### src/rtl/spi_txn_arbiter.sv
// Round-robin arbiter that shares one SPI master among four requesters.
// It programs the master over Avalon-MM, pushes one word, and polls until the word has shifted out.
module spi_txn_arbiter #(
    parameter int unsigned POLL_TIMEOUT   = 65535,
    parameter int unsigned CS_IDLE_CYCLES = 2
) (
    input  logic         clk,
    input  logic         reset,
    input  logic [3:0]   req,
    input  logic [127:0] req_data,
    input  logic [19:0]  req_size,
    input  logic [7:0]   mode_cfg,
    input  logic [31:0]  brd_cfg,
    input  logic         spi_cs_idle,
    output logic [1:0]   av_address,
    output logic         av_write,
    output logic         av_read,
    output logic [31:0]  av_writedata,
    input  logic [31:0]  av_readdata,
    input  logic         av_waitrequest,
    output logic [3:0]   ack,
    output logic [3:0]   err,
    output logic         busy,
    output logic [1:0]   grant
);
    localparam int unsigned CNT_W = 16;
    localparam logic [CNT_W-1:0] CNT_MAX  = '1;
    localparam logic [CNT_W-1:0] TIMEOUT  = CNT_W'(POLL_TIMEOUT);
    localparam logic [CNT_W-1:0] IDLE_REQ = CNT_W'(CS_IDLE_CYCLES);
    localparam logic [1:0] ADDR_DATA   = 2'd0;
    localparam logic [1:0] ADDR_STATUS = 2'd1;
    localparam logic [1:0] ADDR_CTRL   = 2'd2;
    localparam logic [1:0] ADDR_BRD    = 2'd3;

    typedef enum logic [3:0] {
        S_IDLE, S_WR_BRD, S_WR_CTRL, S_WR_DATA, S_POLL, S_WAIT_CS, S_CLR_OV, S_DONE, S_ERR
    } state_t;

    state_t           state_q, state_d;
    logic [1:0]       grant_q, grant_d, rr_q, rr_d;
    logic [31:0]      data_q, data_d;
    logic [4:0]       size_q, size_d;
    logic [1:0]       mode_q, mode_d;
    logic [CNT_W-1:0] poll_cnt_q, poll_cnt_d, idle_cnt_q, idle_cnt_d;
    logic [1:0]       av_address_q, av_address_d;
    logic             av_write_q, av_write_d, av_read_q, av_read_d;
    logic [31:0]      av_writedata_q, av_writedata_d;
    logic [3:0]       ack_q, ack_d, err_q, err_d;
    logic             busy_q, busy_d;

    logic             found;
    logic [1:0]       pick, idx;
    logic [3:0]       grant_oh;
    logic [31:0]      ctrl_word;
    logic [CNT_W-1:0] poll_inc, idle_inc;
    logic             unused_rdata;

    assign unused_rdata = ^{av_readdata[31:6], av_readdata[4], av_readdata[2:0]};
    assign grant_oh  = 4'b0001 << grant_q;
    assign ctrl_word = {14'h0000, mode_q, 1'b1, grant_q, 4'b0000, grant_oh, size_q};
    assign poll_inc  = (poll_cnt_q == CNT_MAX) ? CNT_MAX : poll_cnt_q + CNT_W'(1);
    assign idle_inc  = (idle_cnt_q == CNT_MAX) ? CNT_MAX : idle_cnt_q + CNT_W'(1);

    // Next-state and registered-output logic; each command holds until waitrequest drops.
    always_comb begin
        state_d        = state_q;
        grant_d        = grant_q;
        rr_d           = rr_q;
        data_d         = data_q;
        size_d         = size_q;
        mode_d         = mode_q;
        poll_cnt_d     = poll_cnt_q;
        idle_cnt_d     = idle_cnt_q;
        av_address_d   = av_address_q;
        av_writedata_d = av_writedata_q;
        av_write_d     = 1'b0;
        av_read_d      = 1'b0;
        ack_d          = 4'b0000;
        err_d          = 4'b0000;
        found          = 1'b0;
        pick           = rr_q;
        idx            = 2'd0;

        for (int i = 0; i < 4; i++) begin
            idx = rr_q + 2'(i);
            if (!found && req[idx]) begin
                found = 1'b1;
                pick  = idx;
            end
        end

        case (state_q)
            S_IDLE: begin
                if (found) begin
                    state_d        = S_WR_BRD;
                    grant_d        = pick;
                    data_d         = req_data[{pick, 5'b00000} +: 32];
                    size_d         = req_size[({2'b00, pick} + {pick, 2'b00}) +: 5];
                    mode_d         = mode_cfg[{pick, 1'b0} +: 2];
                    av_write_d     = 1'b1;
                    av_address_d   = ADDR_BRD;
                    av_writedata_d = brd_cfg;
                end
            end
            S_WR_BRD: begin
                av_write_d = 1'b1;
                if (!av_waitrequest) begin
                    state_d        = S_WR_CTRL;
                    av_address_d   = ADDR_CTRL;
                    av_writedata_d = ctrl_word;
                end
            end
            S_WR_CTRL: begin
                av_write_d = 1'b1;
                if (!av_waitrequest) begin
                    state_d        = S_WR_DATA;
                    av_address_d   = ADDR_DATA;
                    av_writedata_d = data_q;
                end
            end
            S_WR_DATA: begin
                av_write_d = 1'b1;
                if (!av_waitrequest) begin
                    state_d      = S_POLL;
                    av_write_d   = 1'b0;
                    av_read_d    = 1'b1;
                    av_address_d = ADDR_STATUS;
                    poll_cnt_d   = '0;
                end
            end
            S_POLL: begin
                av_read_d = 1'b1;
                if (!av_waitrequest) begin
                    poll_cnt_d = poll_inc;
                    // Overflow wins over both the empty flag and the timeout.
                    if (av_readdata[3]) begin
                        state_d        = S_CLR_OV;
                        av_read_d      = 1'b0;
                        av_write_d     = 1'b1;
                        av_address_d   = ADDR_STATUS;
                        av_writedata_d = 32'h0000_0008;
                    end else if (av_readdata[5]) begin
                        state_d    = S_WAIT_CS;
                        av_read_d  = 1'b0;
                        poll_cnt_d = '0;
                        idle_cnt_d = '0;
                    end else if (poll_inc >= TIMEOUT) begin
                        state_d   = S_ERR;
                        av_read_d = 1'b0;
                        err_d     = grant_oh;
                    end
                end
            end
            S_WAIT_CS: begin
                idle_cnt_d = spi_cs_idle ? idle_inc : '0;
                poll_cnt_d = poll_inc;
                if (idle_cnt_d == IDLE_REQ) begin
                    state_d = S_DONE;
                    ack_d   = grant_oh;
                end else if (poll_inc >= TIMEOUT) begin
                    state_d = S_ERR;
                    err_d   = grant_oh;
                end
            end
            S_CLR_OV: begin
                av_write_d = 1'b1;
                if (!av_waitrequest) begin
                    state_d    = S_ERR;
                    av_write_d = 1'b0;
                    err_d      = grant_oh;
                end
            end
            S_DONE, S_ERR: begin
                state_d = S_IDLE;
                rr_d    = grant_q + 2'd1;
            end
            default: state_d = S_IDLE;
        endcase

        busy_d = (state_d != S_IDLE);
    end

    always_ff @(posedge clk or posedge reset) begin
        if (reset) begin
            state_q        <= S_IDLE;
            grant_q        <= 2'd0;
            rr_q           <= 2'd0;
            data_q         <= 32'h0;
            size_q         <= 5'd0;
            mode_q         <= 2'd0;
            poll_cnt_q     <= '0;
            idle_cnt_q     <= '0;
            av_address_q   <= 2'd0;
            av_write_q     <= 1'b0;
            av_read_q      <= 1'b0;
            av_writedata_q <= 32'h0;
            ack_q          <= 4'b0000;
            err_q          <= 4'b0000;
            busy_q         <= 1'b0;
        end else begin
            state_q        <= state_d;
            grant_q        <= grant_d;
            rr_q           <= rr_d;
            data_q         <= data_d;
            size_q         <= size_d;
            mode_q         <= mode_d;
            poll_cnt_q     <= poll_cnt_d;
            idle_cnt_q     <= idle_cnt_d;
            av_address_q   <= av_address_d;
            av_write_q     <= av_write_d;
            av_read_q      <= av_read_d;
            av_writedata_q <= av_writedata_d;
            ack_q          <= ack_d;
            err_q          <= err_d;
            busy_q         <= busy_d;
        end
    end

    assign av_address   = av_address_q;
    assign av_write     = av_write_q;
    assign av_read      = av_read_q;
    assign av_writedata = av_writedata_q;
    assign ack          = ack_q;
    assign err          = err_q;
    assign busy         = busy_q;
    assign grant        = grant_q;

endmodule

### config.mk
export PLATFORM = sky130hd
export DESIGN_NAME = spi_txn_arbiter
export DESIGN_NICKNAME = d
export VERILOG_FILES = /design/src/rtl/spi_txn_arbiter.sv
export SDC_FILE = /design/constraint.sdc
export NUM_CORES = 1
export LEC_CHECK = 0
export ABC_AREA = 1
export BUFFER_PORTS_ARGS = -buffer_cell sky130_fd_sc_hd__buf_2
export CORE_UTILIZATION = 53
export CTS_BUF_LIST = sky130_fd_sc_hd__clkbuf_4 sky130_fd_sc_hd__clkbuf_8
export CTS_CLUSTER_DIAMETER = 120
export DETAILED_ROUTE_END_ITERATION = 16
export PLACE_DENSITY = 0.84
export SLEW_MARGIN = 20
export SYNTH_ARGS = -nofsm -noshare
export SYNTH_HDL_FRONTEND = slang
export SYNTH_SLANG_ARGS = --single-unit
### constraint.sdc
create_clock -name clk -period 4.98 [get_ports clk]
set_clock_uncertainty 0.05 [all_clocks]
set_input_delay 0.996 -clock clk [delete_from_list [all_inputs] [get_ports clk]]
set_output_delay 0.996 -clock clk [all_outputs]
set_load 0.1 [all_outputs]
**Yosys cells after proc, flatten, opt, wreduce, memory -nomap -nowiden**

Index checks and enable logic that the tools add are counted.

- Bits of input ports: 228
- Register bits: 124
- Output and inout port bits: 47
- Word-level logic and storage cells: 141

- Add/subtract/negate cells: 7
- Order comparisons: 5
- Shift operators: 4
- Eq/ne operators: 19
- Muxes and demuxes: 71
- Reduce and logical (&&, ||, !) cells: 20

Operators with widths:

| cell | number |
|---|---|
| 16-bit 2-to-1 mux | 10 |
| 32-bit 2-to-1 mux | 5 |
| 32-bit one-hot mux with 4 select lines | 1 |
| 128-bit by 8-bit indexed part select with 32-bit output | 1 |
| 4-bit 2-to-1 mux | 18 |
| 16-bit one-hot mux with 3 select lines | 1 |
| 16-bit by 1-bit adder with 16-bit output, second input constant | 2 |
| 16-bit equality test, second input constant | 2 |
| 16-bit one-hot mux with 2 select lines | 1 |
| 4-bit one-hot mux with 7 select lines | 1 |
| 20-bit by 5-bit indexed part select with 5-bit output | 1 |
| 2-bit 2-to-1 mux | 9 |
| 1-bit 2-to-1 mux | 17 |
| 16-bit by 2-bit equality test with 1-bit output, second input constant | 1 |
| 4-bit by 3-bit equality test with 1-bit output, second input constant | 4 |
| 16-bit >= comparator, second input constant | 1 |
| 2-bit != test, second input constant | 8 |
| 2-bit by 3-bit less-than comparator with 1-bit output, second input constant | 4 |
| 4-bit one-hot mux with 3 select lines | 1 |
| 2-bit one-hot mux with 5 select lines | 1 |
| 1-bit binary-select mux with 2-bit select | 4 |
| 4-bit by 2-bit equality test with 1-bit output, second input constant | 2 |
| 4-bit nonzero test | 2 |
| 8-bit by 4-bit indexed part select with 2-bit output | 1 |
| 20 further kinds | 28 |

**Longest topological paths before layout**

Gate-level depths: netlist of run 1.

- Word-level depth: 15
- Mapped depth: 19
- Gate-level depth less buffers: 19

**Least setup slack after synthesis of run 1**

Ideal clock, no wire load.

- Path kind: input port to flip-flop
- Start: input av_waitrequest
- End: register av_writedata_q[0] (netlist: av_writedata[0])
- Buffers on the path: 2
- Stages: 8
- Setup slack: 2480 ps
- Arrival time: 2323 ps
- Data required time: 4804 ps
- Library setup time: 126 ps
- Cell sequence: clkbuf_1 -> inv_1 -> a21oi_1 -> a21oi_1 -> nand2_1 -> a21oi_4 -> buf_6 -> mux2_4

- Longest elaborated chain between the ends: 2
- Elaborated cells between the ends (all ways): 4
- Classes of those cells: eq/ne (3); reduce/logical (1)

RTL lines:

| item | RTL line | source |
|---|---|---|
| from (decl) | 20 | `input logic av_waitrequest,` |
| 2-bit != test (no source line) | n/a |  |
| 6-bit AND reduction (no source line) * | n/a |  |
| to (signal assigned) | 212 | `av_writedata_q <= av_writedata_d;` |
| to (decl) | 47 | `logic [31:0] av_writedata_q, av_writedata_d;` |

Mark *: on every way between the ends. The rest lies on a longest branch, timed or not.
A chain may end at the register's enable or synchronous reset.

**Worst setup path in the final report of run 1**

- Start: register state_q[0]
- End: register av_writedata_q[20] (netlist: av_writedata[20])

- Longest elaborated chain between the ends: 3
- Elaborated cells between the ends (all ways): 12
- Classes of those cells: eq/ne (8); mux (1); reduce/logical (3)

RTL lines:

| item | RTL line | source |
|---|---|---|
| from (decl) | 39 | `state_t state_q, state_d;` |
| from (signal assigned) | 201 | `state_q <= state_d;` |
| 4-bit by 3-bit equality test with 1-bit output, or another cell as far along | 92 | `case (state_q)` |
| 4-bit nonzero test (no source line) / 2-bit != test (equally long branches) | n/a |  |
| 6-bit AND reduction (no source line) | n/a |  |

Several ways; a longest one is shown, not always the timed one.

==> results of run 1 <==
[final cells by class]
class / count / area, um^2
Fill cell: 1280 / 4860
Antenna cell: 3 / 7.51
Timing Repair Buffer: 254 / 1300
Sequential cell: 124 / 3100
Inverter: 133 / 502
Tap cell: 184 / 230
Clock inverter: 12 / 231
Clock buffer: 20 / 269
Multi-Input combinational cell: 818 / 4200
[metrics by stage]
| step | instance area [um^2] | power, mW |
|---|---|---|
| floorplan | 8090 | 5.72 |
| global placement | 9340 | 6.53 |
| detailed placement | 9340 | 6.63 |
| CTS | 9840 | 7.76 |
| global route | 9840 | 8.29 |
| finish | 9840 | 7.77 |
[worst paths after layout]
| kind | start | to | slack (ns) |
|---|---|---|---|
| worst max-delay path | state_q[0] | av_writedata[20] | 1.63 |
| worst min-delay path | data_q[14] | data_q[14] | 0.45 |
| worst max register to register | state_q[0] | av_writedata[20] | 1.63 |
| worst min register to register | data_q[14] | data_q[14] | 0.45 |
| max in group asynchronous | reset | av_writedata[0] | 3.32 |
| min in group asynchronous | reset | av_writedata[20] | 0.61 |
[report_power, final]
group | switching, mW | total, mW | leakage (nW) | internal (mW)
Combinational | 3.53 | 4.93 | 3.22 | 1.39
Clock | 0.438 | 1.12 | 0.248 | 0.686
Sequential | 0.307 | 1.72 | 1.56 | 1.41
Total | 4.28 | 7.77 | 5.03 | 3.49
[registers in the layout, indices dropped and copies added (netlist names)]
signal / cells
ack: 4
av_address: 2
av_read: 1
av_write: 1
av_writedata: 32
busy: 1
data_q: 32
err: 4
grant: 2
idle_cnt_q: 16
mode_q: 2
poll_cnt_q: 16
rr_q: 2
size_q: 5
state_q: 4
[kinds of logic after synthesis]
logic type,share of synthesized area (%)
simple gates,29.7
compound gates,16.5
buf+inv,9.85
fa+ha+maj,0.927
flops,38.3
xor+xnor,0.649
mux,4.03
[tightest hold or removal path, stage by stage, from the launching register on]
cell and delay, ns:
dfrtp_1 0.35, nand2_1 0.07, nand2_1 0.06
[layer usage]
metal,global-route usage [%],vias up,routed length [um]
met2,52.5,390,11900
met4,15.1,2,1000
met3,6.68,68,1760
li1,-,4175,-
met1,41.0,3944,10200
met5,0,-,13
[Yosys cell counts (2+ instances only)]
master and number:
xnor2_1 2, mux2_4 6, buf_6 9, o21ai_1 43, or2_1 12, nand3_2 4
buf_4 6, nand2_2 10, nand2_4 2, o22ai_1 28, inv_2 5, dfrtp_1 124
o21ai_0 66, o221ai_1 15, o211ai_1 9, mux2_2 5, xor2_1 4, nand4_1 12
o31ai_1 3, ha_1 6, inv_1 125, nor2_1 165, a21oi_1 11, a22oi_1 19
buf_2 16, clkbuf_1 17, o21a_1 3, o2111ai_1 2, nor2_4 4, nor2_2 3
clkinv_1 3, nor3_1 8, a31oi_1 14, buf_1 2, nand2_1 262, nand3_1 70
mux2i_1 18
==> results_dict.tcl, run 1 <==
set metrics [dict create \
    max_cap_viol_count 0 \
    clock.fmax_mhz 299 \
    numClockSinks 124 \
    clk_pin_slew_ns 0.08 \
    p_leak_nw 5.03 \
    crit_type "reg -> reg" \
    antenna_found_initial 4 \
    first_global_vias 7952 \
    ios 275 \
    crit_family "simple AND/OR/NAND/NOR gates" \
    syn-num-nets 1359 \
    clk_path_buf_depth 2 \
    period_share_pct 67.2 \
    critPathArrivalTime_ns 3.68 \
    setup_tns_ns 0 \
    synth-edff-count 0 \
    max_slew_margin_pct 36.4 \
    final_cell_mix "262 x nand2_1, 244 x buf_2, 163 x nor2_1" \
    post-route-drc-count 3 \
    drv_slew 0 \
    worstSkewPairLatency_ns 0.46 \
    cp_num_buf_inv 3 \
    hold_ws_ns 0.447 \
    cts-resized-gates 0 \
    start_util_pct 55.1 \
    final_hold_viol_count 0 \
    first_pass_iters 14 \
    die_width_um 126 \
    root_buffer "clkbuf_8" \
    dp_slack_ns 1.54 \
    fin_cells 1548 \
    max-vdd-ir-drop_v 0.000852 \
    overflow 0 \
    hold_class "reg -> reg" \
    core_um2 14700 \
    tightest_slew_ns 0.952 \
    syn_area_per_cell_um2 7.19 \
    num_vias 8579 \
    slowest_stage "a21oi_4" \
    die_h_um 126 \
    synth-seq-cells 124 \
    final_common_cell "nand2_1" \
    violations "design-rule violations" \
    fin_nets 1582 \
    syn_to_final_growth_pct 21.6 \
    synth_top_area_cell "dfrtp_1" \
    wl_per_cell_um 16.0 \
    startpoint_type "register" \
    synthTopCellsByArea "dfrtp_1 38%, nand2_1 12%, nor2_1 7.7%, inv_1 5.8%, nand3_1 4.3%" \
    status "finished, violations left" \
    yosys.area.top_type_share_pct 38.3 \
    gp_congestion 0.908 \
    yosysSeqAreaShare_pct 38.3 \
    reg2regPathDepth 9 \
    synth-async-reset-ratio_pct 100 \
    crit_chain "inv_1 -> nor2_2 -> nand2_2 -> nand2_1 -> nor2_2 -> buf_4 -> a21oi_4 -> buf_4 -> mux2i_1" \
    fin_crit_ns 3.35 \
    synth_warnings 0 \
    rows 44 \
    post-route-util_pct 67.0 \
    drt-total-wl_um 24800 \
    grt_max_degree 96 \
    die_area_um2 15800 \
    cts_hold_buf 0 \
    setup_slack_ns 1.63 \
    ant_nets 0 \
    port_buffers 244 \
    rsz0062_at_grt "no" \
    layout-drive-gt1-share_pct 24.5 \
    finalSetupViolCount 0 \
    cts_tree "built" \
    crit_path_end_kind "register" \
    hold_depth 2 \
    grt_pass1_wl_um 39700 \
    cp.required_ns 5.31 \
    grt_use_total_pct 32.2 \
    synth_flop_cell "dfrtp_1" \
    synth_cells 1125 \
    syn_area_um2 8090 \
    pwr_density_cell_nw_per_um2 790 \
    vias_per_cell 5.54 \
    post-dp-hpwl_um 18800 \
    cp_num_cells 9 \
    cp_max_fo 33 \
    drt_iter0_markers 817 \
    postCtsSetupBuffers 0 \
    dp_cells 1513 \
    htreeDepth 4 \
    cts_buffers 17 \
    ys_types 49 \
    cp_slowest_stage_delay_ns 0.80 \
]
Note: power is estimated with default switching activity, not from simulation.
==> inputs of run 2 (changes only) <==
--- a/config.mk
+++ b/config.mk
@@ -7,11 +7,11 @@
 export LEC_CHECK = 0
 export ABC_AREA = 1
 export BUFFER_PORTS_ARGS = -buffer_cell sky130_fd_sc_hd__buf_2
-export CORE_UTILIZATION = 53
+export CORE_UTILIZATION = 48
 export CTS_BUF_LIST = sky130_fd_sc_hd__clkbuf_4 sky130_fd_sc_hd__clkbuf_8
 export CTS_CLUSTER_DIAMETER = 120
 export DETAILED_ROUTE_END_ITERATION = 16
-export PLACE_DENSITY = 0.84
+export PLACE_DENSITY = 0.8
 export SLEW_MARGIN = 20
 export SYNTH_ARGS = -nofsm -noshare
 export SYNTH_HDL_FRONTEND = slang
==> constraint.sdc (replaced) <==
create_clock -name clk -period 3 [get_ports clk]
set_clock_uncertainty 0.05 [all_clocks]
set_input_delay 0.6 -clock clk [delete_from_list [all_inputs] [get_ports clk]]
set_output_delay 0.6 -clock clk [all_outputs]
set_load 0.1 [all_outputs]
==> run 2 against run 1 <==
Effect of this change: the run now ends clean; largest power group unchanged; wire length is 1.6% lower; global-route usage is 3.5 points lower; cell area is 1.6% higher; via count is 0.99% lower; non-clock buffer count is 13 higher; die area is 10% higher; setup slack worse by 1.2 ns; clock power is 54% higher.
==> results_dict.tcl, run 2 (same netlist as run 1, synthesis figures left out) <==
set metrics [dict create \
    status "finished clean" \
    clk_path_buf_depth 2 \
    postCtsSetupBuffers 0 \
    start_util_pct 49.0 \
    htreeDepth 4 \
    overflow 0 \
    reg2regPathDepth 17 \
    max_cap_viol_count 0 \
    cp_max_fo 7 \
    worstSkewPairLatency_ns 0.47 \
    period_share_pct 87.1 \
    syn_to_final_growth_pct 23.5 \
    vias_per_cell 5.32 \
    drt_iter0_markers 496 \
    startpoint_type "register" \
    first_global_vias 8112 \
    post-route-drc-count 0 \
    clk_pin_slew_ns 0.07 \
    core_um2 16500 \
    die_area_um2 17400 \
    post-dp-hpwl_um 18300 \
    layout-drive-gt1-share_pct 25.3 \
    power_frac_seq_pct 21.7 \
    cts_tree "built" \
    numClockSinks 124 \
    grt_use_total_pct 28.7 \
    final_cell_mix "262 x nand2_1, 244 x buf_2, 163 x nor2_1" \
    first_pass_iters 5 \
    max-vdd-ir-drop_v 0.00114 \
    cts_hold_buf 0 \
    p_sw_mw 7.11 \
    hold_class "in -> async" \
    intPower_mw 5.93 \
    crit_chain "ha_1 -> nand2_1 -> nor2_1 -> nand2_1 -> nor2_1 -> nand2_1 -> nand2_1 -> nor2_1 -> nand2_1 -> nor2_1 -> nand3_2 -> nand2_1 -> nand2_1 -> nand2_1 -> nand2_1 -> nor2_1 -> nand2_1" \
    setup_tns_ns 0 \
    reg2reg_slack_ns 0.39 \
    dp_slack_ns 0.333 \
    setup_slack_ns 0.386 \
    ant_nets 0 \
    cpMostUsedCell "nand2_1" \
    ios 275 \
    drt-total-wl_um 24400 \
    die_width_um 132 \
    num_vias 8494 \
    tightest_slew_ns 0.691 \
    cts_buffers 17 \
    port_buffers 244 \
    antenna_found_initial 2 \
    clock.fmax_mhz 383 \
    drv_slew 0 \
    crit_family "simple AND/OR/NAND/NOR gates" \
    cp.required_ns 3.29 \
    finalSetupViolCount 0 \
    rows 47 \
    final_hold_viol_count 0 \
    critPathArrivalTime_ns 2.90 \
    regToRegEndpoint "busy" \
    p_leak_nw 5.07 \
    fin_crit_ns 2.61 \
    grt_pass1_wl_um 39600 \
    clkPwrFrac_pct 13.2 \
    pwr_density_cell_nw_per_um2 1300 \
    gp_congestion 0.890 \
    final_common_cell "nand2_1" \
    fin_nets 1595 \
    combPwrFrac_pct 65.1 \
    cts-resized-gates 0 \
    grt_max_degree 125 \
    rsz0062_at_grt "no" \
    swShare_pct 54.5 \
    wl_per_cell_um 15.3 \
    filler_cell_count 1496 \
    reg2reg_from "idle_cnt_q[0]" \
    crit_path_end_kind "register" \
    cp_slowest_stage_delay_ns 0.42 \
    cp_num_buf_inv 0 \
    root_buffer "clkbuf_8" \
    startpoint "idle_cnt_q[0]" \
    slowest_stage "dfrtp_1" \
    crit_type "reg -> reg" \
    max_slew_margin_pct 53.9 \
    die_h_um 132 \
]
-- run 2: worst max-delay path by stage --
stage	end	slack (ns)	depth (start not counted)
2_1_floorplan	ack[0]	0.82	1
3_3_place_gp	size_q[0]	0.37	14
3_5_place_dp	size_q[0]	0.33	16
4_1_cts	busy	0.37	17
5_1_grt	err[3]	0.06	17
6_report	busy	0.39	17
-- run 2: layout make-up --
type                            instances  area [um^2]  area share [%]
Antenna cell                            2         5.00          0.0501
Clock buffer                           18          248            2.48
Clock inverter                         14          216            2.16
Inverter                              133          503            5.03
Multi-Input combinational cell        818         4200            42.0
Sequential cell                       124         3100            31.0
Tap cell                              220          275            2.75
Timing Repair Buffer                  267         1440            14.4
-- run 2: through the flow --
step	power, mW	area (um^2)	util [%]	std cells	hold WS, ns
2_1_floorplan	9.49	8100	-	1125	0.399
3_3_place_gp	11.2	9530	57.7	1562	0.416
3_5_place_dp	11.3	9530	57.7	1562	0.425
4_1_cts	13.1	9990	60.5	1594	0.305
5_1_grt	14.0	10000	60.5	1596	0.311
6_report	13.0	10000	60.5	1596	0.226
-- run 2: metal layers --
| layer | vias to the layer above | global-route usage (%) | routed length (um) |
|---|---|---|---|
| li1 | 4194 | - | - |
| met3 | 45 | 5.69 | 1430 |
| met4 | 0 | 11.8 | 569 |
| met2 | 307 | 48.5 | 12200 |
| met5 | - | 0 | 0 |
| met1 | 3948 | 36.1 | 10200 |
-- run 2: power groups by stage --
stage                     Sequential [mW]  Combinational [mW]  Clock [mW]
after floorplan                      4.51                4.98           0
after global placement               2.81                8.35           0
after detailed placement             2.83                8.46           0
after CTS                            2.81                8.49        1.75
after global routing                 2.89                9.26        1.81
final                                2.83                8.49        1.73
-- run 2: worst reg2reg max path: stages (launching register included) --
cell and delay, ns:
dfrtp_1 0.42, ha_1 0.28, nand2_1 0.11, nor2_1 0.06, nand2_1 0.15, nor2_1 0.07
nand2_1 0.24, nand2_1 0.09, nor2_1 0.14, nand2_1 0.08, nor2_1 0.17, nand3_2 0.18
nand2_1 0.10, nand2_1 0.05, nand2_1 0.05, nand2_1 0.08, nor2_1 0.10, nand2_1 0.07
